**config.mk**
```make
export PLATFORM = sky130hd
export DESIGN_NAME = inst_fetch_unit
export DESIGN_NICKNAME = d
export VERILOG_FILES = /design/src/rtl/noobs_pkg.sv /design/src/rtl/inst_fetch_unit.sv
export SDC_FILE = /design/constraint.sdc
export NUM_CORES = 1
export LEC_CHECK = 0
export CORE_MARGIN = 1
export CORE_UTILIZATION = 49
export DETAILED_ROUTE_END_ITERATION = 6
export GPL_TIMING_DRIVEN = 0
export PLACE_DENSITY_LB_ADDON = 0.08
export SETUP_SLACK_MARGIN = 0.2
export SLEW_MARGIN = 15
export SYNTH_ARGS = -nofsm -noshare
export SYNTH_HDL_FRONTEND = slang
export SYNTH_SLANG_ARGS = --single-unit
```
**constraint.sdc**
```tcl
create_clock -name clk -period 4.6 [get_ports clk]
set_input_delay 0.46 -clock clk [delete_from_list [all_inputs] [get_ports clk]]
set_output_delay 0.46 -clock clk [all_outputs]
set_load 0.01 [all_outputs]
```
**src/rtl/noobs_pkg.sv**
```systemverilog
// Shared definitions for the 8-bit core front end: widths, reset PC,
// fetch state encoding and instruction-length codes.
package noobs_pkg;

    localparam int unsigned DEF_ADDR_W   = 12;
    localparam logic [11:0] DEF_RESET_PC = 12'h000;

    typedef enum logic [1:0] {
        F_OP = 2'd0,
        F_B1 = 2'd1,
        F_B2 = 2'd2,
        HOLD = 2'd3
    } fetch_state_e;

    localparam logic [1:0] LEN1 = 2'd1;
    localparam logic [1:0] LEN2 = 2'd2;
    localparam logic [1:0] LEN3 = 2'd3;

    // The decoder reports 0 for opcodes it has no length for; treat those as single-byte.
    function automatic logic [1:0] norm_len(input logic [1:0] len);
        return (len == 2'd0) ? LEN1 : len;
    endfunction

endpackage

```
**src/rtl/inst_fetch_unit.sv**
```systemverilog
// Fetch stage: walks the program ROM one byte per cycle, assembles 1-3 byte
// instructions and hands them to the decoder over a valid/ready handshake.
module inst_fetch_unit
    import noobs_pkg::*;
#(
    parameter int unsigned       ADDR_W   = DEF_ADDR_W,
    parameter logic [ADDR_W-1:0] RESET_PC = ADDR_W'(DEF_RESET_PC)
) (
    input  logic              clk,
    input  logic              reset_,
    output logic [ADDR_W-1:0] rom_addr,
    input  logic [7:0]        rom_data,
    output logic [7:0]        opc_byte,
    input  logic [1:0]        opc_len,
    output logic              inst_valid,
    input  logic              inst_ready,
    output logic [23:0]       inst_data,
    output logic [1:0]        inst_len,
    output logic [ADDR_W-1:0] inst_pc,
    input  logic              redirect,
    input  logic [ADDR_W-1:0] redirect_pc,
    input  logic              stall
);

    fetch_state_e      state_q, state_d;
    logic [ADDR_W-1:0] pc_q, pc_d;
    logic [ADDR_W-1:0] inst_pc_q, inst_pc_d;
    logic [7:0]        byte0_q, byte0_d;
    logic [7:0]        byte1_q, byte1_d;
    logic [7:0]        byte2_q, byte2_d;
    logic [1:0]        len_q, len_d;
    logic              valid_q, valid_d;

    logic              fetch_op;
    logic [1:0]        len_in;
    logic [ADDR_W-1:0] pc_inc;

    // A consumed HOLD fetches the next opcode in the same cycle, exactly like F_OP.
    assign fetch_op = (state_q == F_OP) || ((state_q == HOLD) && inst_ready);
    assign opc_byte = fetch_op ? rom_data : byte0_q;
    assign len_in   = norm_len(opc_len);
    assign pc_inc   = pc_q + ADDR_W'(1);

    always_comb begin
        state_d   = state_q;
        pc_d      = pc_q;
        inst_pc_d = inst_pc_q;
        byte0_d   = byte0_q;
        byte1_d   = byte1_q;
        byte2_d   = byte2_q;
        len_d     = len_q;
        valid_d   = valid_q;

        if (redirect) begin
            pc_d    = redirect_pc;
            state_d = F_OP;
            valid_d = 1'b0;
        end else if (!stall) begin
            if (fetch_op) begin
                byte0_d   = rom_data;
                byte1_d   = '0;
                byte2_d   = '0;
                inst_pc_d = pc_q;
                len_d     = len_in;
                pc_d      = pc_inc;
                if (len_in == LEN1) begin
                    state_d = HOLD;
                    valid_d = 1'b1;
                end else begin
                    state_d = F_B1;
                    valid_d = 1'b0;
                end
            end else begin
                case (state_q)
                    F_B1: begin
                        byte1_d = rom_data;
                        pc_d    = pc_inc;
                        if (len_q == LEN2) begin
                            state_d = HOLD;
                            valid_d = 1'b1;
                        end else begin
                            state_d = F_B2;
                        end
                    end
                    F_B2: begin
                        byte2_d = rom_data;
                        pc_d    = pc_inc;
                        state_d = HOLD;
                        valid_d = 1'b1;
                    end
                    default: ;
                endcase
            end
        end
    end

    always_ff @(posedge clk or negedge reset_) begin
        if (!reset_) begin
            state_q   <= F_OP;
            pc_q      <= RESET_PC;
            inst_pc_q <= '0;
            byte0_q   <= '0;
            byte1_q   <= '0;
            byte2_q   <= '0;
            len_q     <= '0;
            valid_q   <= 1'b0;
        end else begin
            state_q   <= state_d;
            pc_q      <= pc_d;
            inst_pc_q <= inst_pc_d;
            byte0_q   <= byte0_d;
            byte1_q   <= byte1_d;
            byte2_q   <= byte2_d;
            len_q     <= len_d;
            valid_q   <= valid_d;
        end
    end

    assign rom_addr   = pc_q;
    assign inst_valid = valid_q;
    assign inst_data  = {byte0_q, byte1_q, byte2_q};
    assign inst_len   = len_q;
    assign inst_pc    = inst_pc_q;

endmodule

```
==> flow_metrics.py, run 1 <==
metrics = {
    "clock_network": {
        "cts_buffers": 5,
        "ctsHoldBuffers": 0,
        "cts-resized-gates": 0,
        "root_buffer": "clkbuf_8",
        "cts_sinks": 53,
        "clk_latency_ns": 0.31,
        "tritoncts": "built",
        "clkTransAtPathRegs_ns": 0.10,
        "cts_buffer_depth": 2,
        "htreeDepth": 2,
        "cts_post_setup_buffers_inserted": 0,
    },
    "setup_path": {
        "cp_slowest_cell": "clkdlybuf4s50_1",
        "crit_path_start_kind": "flip-flop",
        "cpLargestDelayFamily": "buffers and inverters",
        "r2r_end": "rom_addr[0]",
        "reg2reg_setup_slack_ns": 2.75,
        "r2r_cells": 7,
        "cp_data_arrival_time_ns": 2.48,
        "cp.required_ns": 4.14,
        "crit_chain": "inv_1, ha_1, a21oi_2, clkbuf_1, nand2_1, nand2_1, clkdlybuf4s50_1",
        "max_stage_delay_ns": 0.53,
        "path_class": "reg2out",
        "cp_max_fo": 10,
        "crit_path_frequent_cell": "nand2_1",
        "critPathCaptureType": "primary output",
        "worstReg2RegStart": "state_q[0]",
        "cp_num_buf_inv": 3,
    },
    "grt": {
        "grt_usage": 0.228,
        "antenna_found_initial": 0,
        "grt_pass1_wl_mm": 9.48,
        "grt.overflow.total": 0,
        "grt_max_degree": 29,
        "grt_pass1_vias": 1931,
    },
    "routing": {
        "routedWlPerCell_um": 14.9,
        "vias": 2088,
        "wl_mm": 5.92,
        "drtIter0Drc": 52,
        "drcViolationCount": 0,
        "dr.pass1.iters": 4,
        "ant_nets": 0,
        "routed_via_density": 5.25,
    },
    "cells_and_area": {
        "drive_gt1_frac": 0.134,
        "synthToLayoutAreaGrowth_pct": 41.8,
        "diodes": 0,
        "post-route-util": 0.720,
        "final_nets": 359,
        "fin_cells": 398,
        "finalInstanceArea_um2": 3660,
    },
    "pwr": {
        "p_clk_frac": 0.216,
        "p_switching_mw": 0.521,
        "total_power_mw": 1.71,
        "peakVddDrop_mv": 0.248,
        "p_leak_nw": 1.61,
        "switching_share": 0.305,
        "p_int_mw": 1.19,
        "seqPwrFrac": 0.390,
        "combPwrFrac": 0.394,
        "power_density_nw_per_um2": 468,
    },
    "synthesis": {
        "synth_edf_count": 0,
        "synth_cell_type_count": 43,
        "ys_seq_elements": 53,
        "yosys_most_used_dff": "dfrtp_1",
        "yosysMostFrequentCell": "nand2_1",
        "synthesis.area_um2": 2580,
        "postSynthCellCount": 235,
        "yosysSeqAreaShare": 0.514,
        "yosys-top-cells-area": "dfrtp_1, nand2_1, mux2_4, o21ai_1, mux2_1",
        "syn_nets": 267,
        "syn_avg_cell_area_um2": 11.0,
        "synthArstFlopShare": 1.00,
        "yosys.area.top_type": "dfrtp_1",
        "yosys-top-cells-count": "nand2_1, dfrtp_1, o21ai_1",
        "synth_top_area_share": 0.514,
        "synth-warning-count": 0,
    },
    "sta": {
        "relSlewSlack": 0.558,
        "min_period_over_period": 0.639,
        "finalClockSkew_ns": 0.00464,
        "hold_viol": 0,
        "setup_ws_ns": 1.66,
        "timing.setup.tns_ns": 0,
        "tightest_slew_ns": 0.663,
        "fmax_mhz": 340,
        "min_period_ns": 2.94,
        "rsz0062_at_grt": "no",
        "final-max-slew-violation-count": 0,
        "finalSetupViolCount": 0,
        "fin_hold_ws_ns": 0.171,
    },
    "placement": {
        "dp_hpwl_mm": 4.38,
        "postPlaceCellArea_um2": 3520,
        "gp_congestion": 0.841,
        "numPortBuffers": 84,
        "dp_cells": 390,
        "post-place-ws_ns": 1.70,
    },
    "die": {
        "die_h_um": 74.5,
        "row_count": 26,
        "dieArea_um2": 5560,
        "core_area_um2": 5070,
        "die_x_um": 74.5,
        "num_io_pins": 86,
        "start_util": 0.508,
    },
    "outcome": {
        "status": "completed",
    },
    "job": {
        "cap_violations": 0,
    },
    "hold_path": {
        "hold_path_class": "in2async",
    },
}
-- layout make-up --
class,count,area [µm²]
inverter,7,26.3
timing repair buffer,85,856
sequential,53,1330
buffer,11,72.6
clock inverter,3,65.1
fill,421,1420
clock buffer,5,68.8
multi-input combinational,164,1150
tap,70,87.6
-- cells in the final DEF (no fill, tap or decap), drive strengths merged, types with 3 or more instances in the layout --
cell type,netlist,layout
clkdlybuf4s50,0,83
nand2,57,57
dfrtp,53,53
o21ai,23,23
mux2,18,18
buf,10,12
a22o,9,9
xnor2,8,8
nor2,8,8
inv,7,7
nand3,7,7
clkbuf,1,6
ha,5,5
nor3b,3,3
a21oi,3,3
nor3,3,3
nor4,3,3
-- flip-flops by register name (all words and copies together) (netlist names) --
name	cells
byte0_q	8
byte1_q	8
byte2_q	8
inst_len	2
inst_pc	12
inst_valid	1
rom_addr	12
state_q	2
-- kinds of logic after synthesis --
group,Yosys count,share of synthesized area
XOR/XNOR,8,0.0272
multiplexers,19,0.0970
adder cells (fa/ha/maj),5,0.0243
flip-flops,53,0.514
buffers and inverters,18,0.0383
AND/OR/NAND/NOR,88,0.180
AO/OA/AOI/OAI,44,0.119
-- how the worst max path moves through the flow --
stage,from,to,slack [ns],cells past startpoint
global placement,reset_,inst_pc[7],1.49,1
CTS,state_q[0],opc_byte[0],1.62,7
detailed placement,inst_ready,opc_byte[0],1.70,6
finish,state_q[0],opc_byte[0],1.66,7
global route,state_q[0],opc_byte[6],1.42,7
floorplan,state_q[0],opc_byte[0],2.78,5
-- layer usage --
| metal | up-vias | part of all wire | GRT usage |
|---|---|---|---|
| met2 | 65 | 0.50 | 0.384 |
| met4 | 0 | 0.020 | 0.0734 |
| li1 | 1003 | - | - |
| met3 | 10 | 0.046 | 0.0407 |
| met5 | - | 0 | 0 |
| met1 | 1010 | 0.44 | 0.297 |
-- power groups by stage --
| stage | Clock [mW] | Sequential, mW | Combinational [mW] |
|---|---|---|---|
| 2_1_floorplan | 0 | 0.721 | 0.265 |
| 5_1_grt | 0.394 | 0.682 | 0.730 |
| 3_3_place_gp | 0 | 0.673 | 0.666 |
| 6_report | 0.369 | 0.667 | 0.675 |
| 4_1_cts | 0.378 | 0.668 | 0.683 |
| 3_5_place_dp | 0 | 0.676 | 0.681 |
(Power assumes the default switching activity.)
==> run 2, diff against run 1 <==
CORE_UTILIZATION = 46   (was 49)
clock period = 3 ns   (was 4.6 ns; I/O delays follow)
==> flow_metrics.py, run 2 (synthesis results as in run 1) <==
metrics = {
    "routing": {
        "drtIter0Drc": 64,
        "routedWlPerCell_um": 15.2,
        "dr.pass1.iters": 4,
        "routed_via_density": 5.16,
        "ant_nets": 0,
        "vias": 2050,
        "drcViolationCount": 0,
        "wl_mm": 6.05,
    },
    "cells_and_area": {
        "synthToLayoutAreaGrowth_pct": 40.6,
        "seqCellArea_um2": 1330,
        "most-common-layout-cells": "clkdlybuf4s50_1, nand2_1, dfrtp_1",
        "final_nets": 358,
        "diodes": 0,
        "final_common_cell": "clkdlybuf4s50_1",
        "post-route-util": 0.692,
        "multi_input_area_um2": 1160,
        "drive_gt1_frac": 0.131,
        "fillCellCount": 413,
    },
    "die": {
        "row_count": 26,
        "core_area_um2": 5240,
        "start_util": 0.492,
        "die_h_um": 76.9,
        "die_x_um": 76.9,
        "dieArea_um2": 5910,
        "num_io_pins": 86,
    },
    "clock_network": {
        "htreeDepth": 2,
        "tritoncts": "built",
        "root_buffer": "clkbuf_8",
        "clkTransAtPathRegs_ns": 0.10,
        "cts_buffer_depth": 2,
        "ctsHoldBuffers": 0,
        "clk_latency_ns": 0.30,
        "cts_buffers": 5,
        "cts_sinks": 53,
    },
    "grt": {
        "grt.overflow.total": 0,
        "grt_usage": 0.219,
        "grt_pass1_wl_mm": 10.1,
        "grt_max_degree": 54,
        "antenna_found_initial": 0,
        "grt_pass1_vias": 2016,
    },
    "placement": {
        "gp_congestion": 0.829,
        "numPortBuffers": 84,
        "dp_hpwl_mm": 4.33,
    },
    "sta": {
        "hold_viol": 0,
        "rsz0062_at_grt": "no",
        "tightest_slew_ns": 0.723,
        "min_period_over_period": 0.848,
        "final-max-slew-violation-count": 0,
        "finalClockSkew_ns": 0.00888,
        "relSlewSlack": 0.515,
        "min_period_ns": 2.54,
        "fmax_mhz": 393,
        "timing.setup.tns_ns": 0,
        "finalSetupViolCount": 0,
    },
    "pwr": {
        "peakVddDrop_mv": 0.387,
        "p_leak_nw": 1.59,
        "power_density_nw_per_um2": 701,
    },
    "setup_path": {
        "cp_max_fo": 10,
        "startpoint": "state_q[0]",
        "r2r_cells": 6,
        "r2r_end": "inst_pc[2]",
        "worstReg2RegStart": "state_q[0]",
        "cp.required_ns": 2.70,
        "crit_path_start_kind": "flip-flop",
        "path_class": "reg2out",
        "endpoint": "opc_byte[0]",
        "reg2reg_setup_slack_ns": 1.11,
        "critPathCaptureType": "primary output",
        "cp_data_arrival_time_ns": 2.24,
    },
    "job": {
        "cap_violations": 0,
    },
    "hold_path": {
        "hold_path_class": "in2async",
    },
    "outcome": {
        "status": "completed",
    },
}
[run 2: worst max-delay path, stage by stage (launching register included)]
cell             delay (ns)
dfrtp_1                0.41
inv_1                  0.09
ha_1                   0.26
a21oi_4                0.22
clkbuf_2               0.28
nand2_1                0.09
nand2_1                0.06
clkdlybuf4s50_1        0.52
[run 2: stage by stage]
step | std cells | cell area, µm² | setup slack [ns] | hold slack (ns) | total power, mW
floorplan | 235 | 2580 | 1.34 | 0.00441 | 1.51
global placement | 389 | 3510 | 0.0137 | 0.467 | 2.06
detailed placement | 389 | 3500 | 0.447 | 0.377 | 2.08
CTS | 397 | 3620 | 0.361 | 0.0393 | 2.57
global route | 397 | 3620 | 0.281 | 0.0750 | 2.69
finish | 397 | 3620 | 0.456 | 0.0130 | 2.54
[run 2: final cells by class]
class                           count  share of cell area
Buffer                             11              0.0204
Inverter                            7             0.00725
Multi-Input combinational cell    164               0.320
Clock inverter                      2              0.0107
Tap cell                           70              0.0242
Sequential cell                    53               0.366
Timing Repair Buffer               84               0.231
Clock buffer                        6              0.0200
[run 2: worst min-delay path by stage]
stage	from	to	slack, ns	cells after the start
6_report	reset_	byte0_q[6]	0.01	1
3_3_place_gp	byte2_q[6]	byte2_q[6]	0.47	2
4_1_cts	reset_	byte0_q[6]	0.04	1
2_1_floorplan	reset_	byte0_q[0]	0.004	0
3_5_place_dp	reset_	byte0_q[6]	0.38	1
5_1_grt	reset_	byte0_q[6]	0.08	1
[run 2: report_power, final]
part / switching (mW) / internal [mW] / leakage (nW)
Combinational: 0.436 / 0.601 / 0.874
Clock: 0.226 / 0.251 / 0.0554
Sequential: 0.134 / 0.892 / 0.664
[run 2: per-layer routing]
layer,vias to the layer above,GRT usage,wire length (µm)
met5,-,0,0
met4,0,0.0558,54
met3,7,0.0417,249
met2,63,0.370,2990
met1,981,0.289,2750
li1,999,-,-
[run 2: repair_timing]
action / 4_1_cts / 5_1_grt
endpoints found under the setup margin: 1 / 5
gates resized for setup: 1 / 1
setup buffers: 0 / 0
==> run 3, diff against run 2 <==
CORE_UTILIZATION = 41   (was 46)
clock period = 2.3 ns   (was 3 ns; I/O delays follow)
==> flow_metrics.py, run 3 (synthesis results as in run 1) <==
metrics = {
    "sta": {
        "hold_viol": 0,
        "fin_hold_ws_ns": 0.314,
        "tightest_slew_ns": 0.661,
        "final-max-slew-violation-count": 0,
        "relSlewSlack": 0.559,
        "min_period_over_period": 0.799,
        "fmax_mhz": 544,
        "finalSetupViolCount": 0,
        "finalClockSkew_ns": 0.00676,
        "rsz0062_at_grt": "no",
        "min_period_ns": 1.84,
    },
    "routing": {
        "wl_mm": 6.10,
        "vias": 2044,
        "routedWlPerCell_um": 15.0,
        "routed_via_density": 5.03,
        "drcViolationCount": 0,
        "ant_nets": 0,
        "drtIter0Drc": 74,
        "dr.pass1.iters": 4,
    },
    "placement": {
        "postPlaceCellArea_um2": 3510,
        "dp_hpwl_mm": 4.35,
        "numPortBuffers": 84,
        "gp_congestion": 0.825,
    },
    "grt": {
        "grt_pass1_wl_mm": 9.94,
        "grt_max_degree": 54,
        "grt.overflow.total": 0,
        "grt_usage": 0.200,
        "antenna_found_initial": 0,
        "grt_pass1_vias": 1970,
    },
    "clock_network": {
        "tritoncts": "built",
        "clk_latency_ns": 0.30,
        "cts_buffers": 5,
        "cts_buffer_depth": 2,
        "clkTransAtPathRegs_ns": 0.10,
        "root_buffer": "clkbuf_8",
        "cts_sinks": 53,
        "htreeDepth": 2,
    },
    "setup_path": {
        "crit_chain": "ha_4, a21o_4, buf_8, nand2_1, nand2_1, dlymetal6s2s_1",
        "worstReg2RegStart": "state_q[1]",
        "critPathCaptureType": "primary output",
        "r2r_end": "rom_addr[10]",
        "cp_max_fo": 10,
        "r2r_cells": 7,
        "cp_data_arrival_time_ns": 1.61,
        "reg2reg_setup_slack_ns": 0.54,
        "crit_path_frequent_cell": "nand2_1",
        "max_stage_delay_ns": 0.45,
        "cp.required_ns": 2.07,
        "cp_slowest_cell": "dfrtp_2",
        "path_class": "reg2out",
        "crit_path_start_kind": "flip-flop",
    },
    "hold_path": {
        "hold_path_class": "in2reg",
        "hold_path_end": "state_q[0]",
        "hold_path.startpoint": "stall",
        "hold_path_depth": 3,
    },
    "die": {
        "num_io_pins": 86,
        "dieArea_um2": 6610,
        "die_h_um": 81.3,
        "row_count": 28,
        "start_util": 0.430,
        "die_x_um": 81.3,
        "core_area_um2": 5990,
    },
    "pwr": {
        "switching_share": 0.319,
        "power_density_nw_per_um2": 889,
        "p_clk_frac": 0.175,
        "p_int_mw": 2.25,
        "seqPwrFrac": 0.405,
        "p_switching_mw": 1.06,
        "p_leak_nw": 1.70,
        "combPwrFrac": 0.421,
        "peakVddDrop_mv": 0.493,
    },
    "cells_and_area": {
        "post-route-util": 0.622,
        "diodes": 0,
        "synthToLayoutAreaGrowth_pct": 44.5,
        "drive_gt1_frac": 0.160,
        "most-common-layout-cells": "clkdlybuf4s50_1, nand2_1, dfrtp_1",
        "final_common_cell": "clkdlybuf4s50_1",
        "final_nets": 362,
        "finalInstanceArea_um2": 3730,
    },
    "outcome": {
        "status": "completed",
    },
    "job": {
        "cap_violations": 0,
    },
}
-- run 3: worst max-delay path by stage --
stage / from / endpoint / slack, ns / depth (start not counted)
global placement: reset_ / inst_pc[7] / -0.64 / 1
CTS: state_q[1] / opc_byte[5] / 0.11 / 6
global route: state_q[0] / opc_byte[4] / 0.37 / 7
finish: state_q[1] / opc_byte[7] / 0.46 / 6
detailed placement: inst_ready / opc_byte[0] / -0.16 / 6
floorplan: state_q[0] / byte0_q[5] / 0.65 / 6
-- run 3: power groups by stage --
stage          Sequential, mW  Clock [mW]  Combinational (mW)
6_report                 1.34       0.578                1.39
5_1_grt                  1.37       0.623                1.52
4_1_cts                  1.34       0.586                1.42
3_5_place_dp             1.36           0                1.36
3_3_place_gp             1.35           0                1.34
2_1_floorplan            1.44           0               0.530
-- run 3: through the flow --
step           instances  worst slack (ns)  power, mW  setup TNS [ns]
6_report             406             0.461       3.31               0
5_1_grt              406             0.375       3.51               0
4_1_cts              406             0.109       3.35               0
3_5_place_dp         394            -0.156       2.72           -1.19
3_3_place_gp         394            -0.636       2.69          -34.91
2_1_floorplan        235             0.646       1.97               0
-- run 3: routing by layer --
metal  up-vias  share of wire  GRT usage
met5         -              0          0
met4         0          0.010     0.0482
met3         7          0.043     0.0348
met2        57           0.50      0.343
met1       977           0.44      0.261
li1       1003              -          -
-- run 3: repair_timing --
action                                  4_1_cts  5_1_grt
endpoints found under the hold margin        53        0
hold buffers                                  1        0
cloned                                        0        0
resized for setup                            12       12
endpoints found under the setup margin        8        8
setup buffers                                 3        0
-- run 3: area by class of cell --
cell class,instances,area [µm²]
Buffer,11,92.6
Clock buffer,7,96.3
Clock inverter,1,5.00
Fill cell,533,2260
Inverter,7,26.3
Multi-Input combinational cell,164,1190
Sequential cell,53,1330
Tap cell,75,93.8
Timing Repair Buffer,88,891
-- run 3: worst max-delay path, delay by kind of cell (launching register included) --
family | cells | cell delay (ns)
buffers and inverters | 2 | 0.31
AOI/OAI and AO/OA | 1 | 0.25
and+or+nand+nor | 2 | 0.12
DFF | 1 | 0.45
adders and majority gates | 1 | 0.19
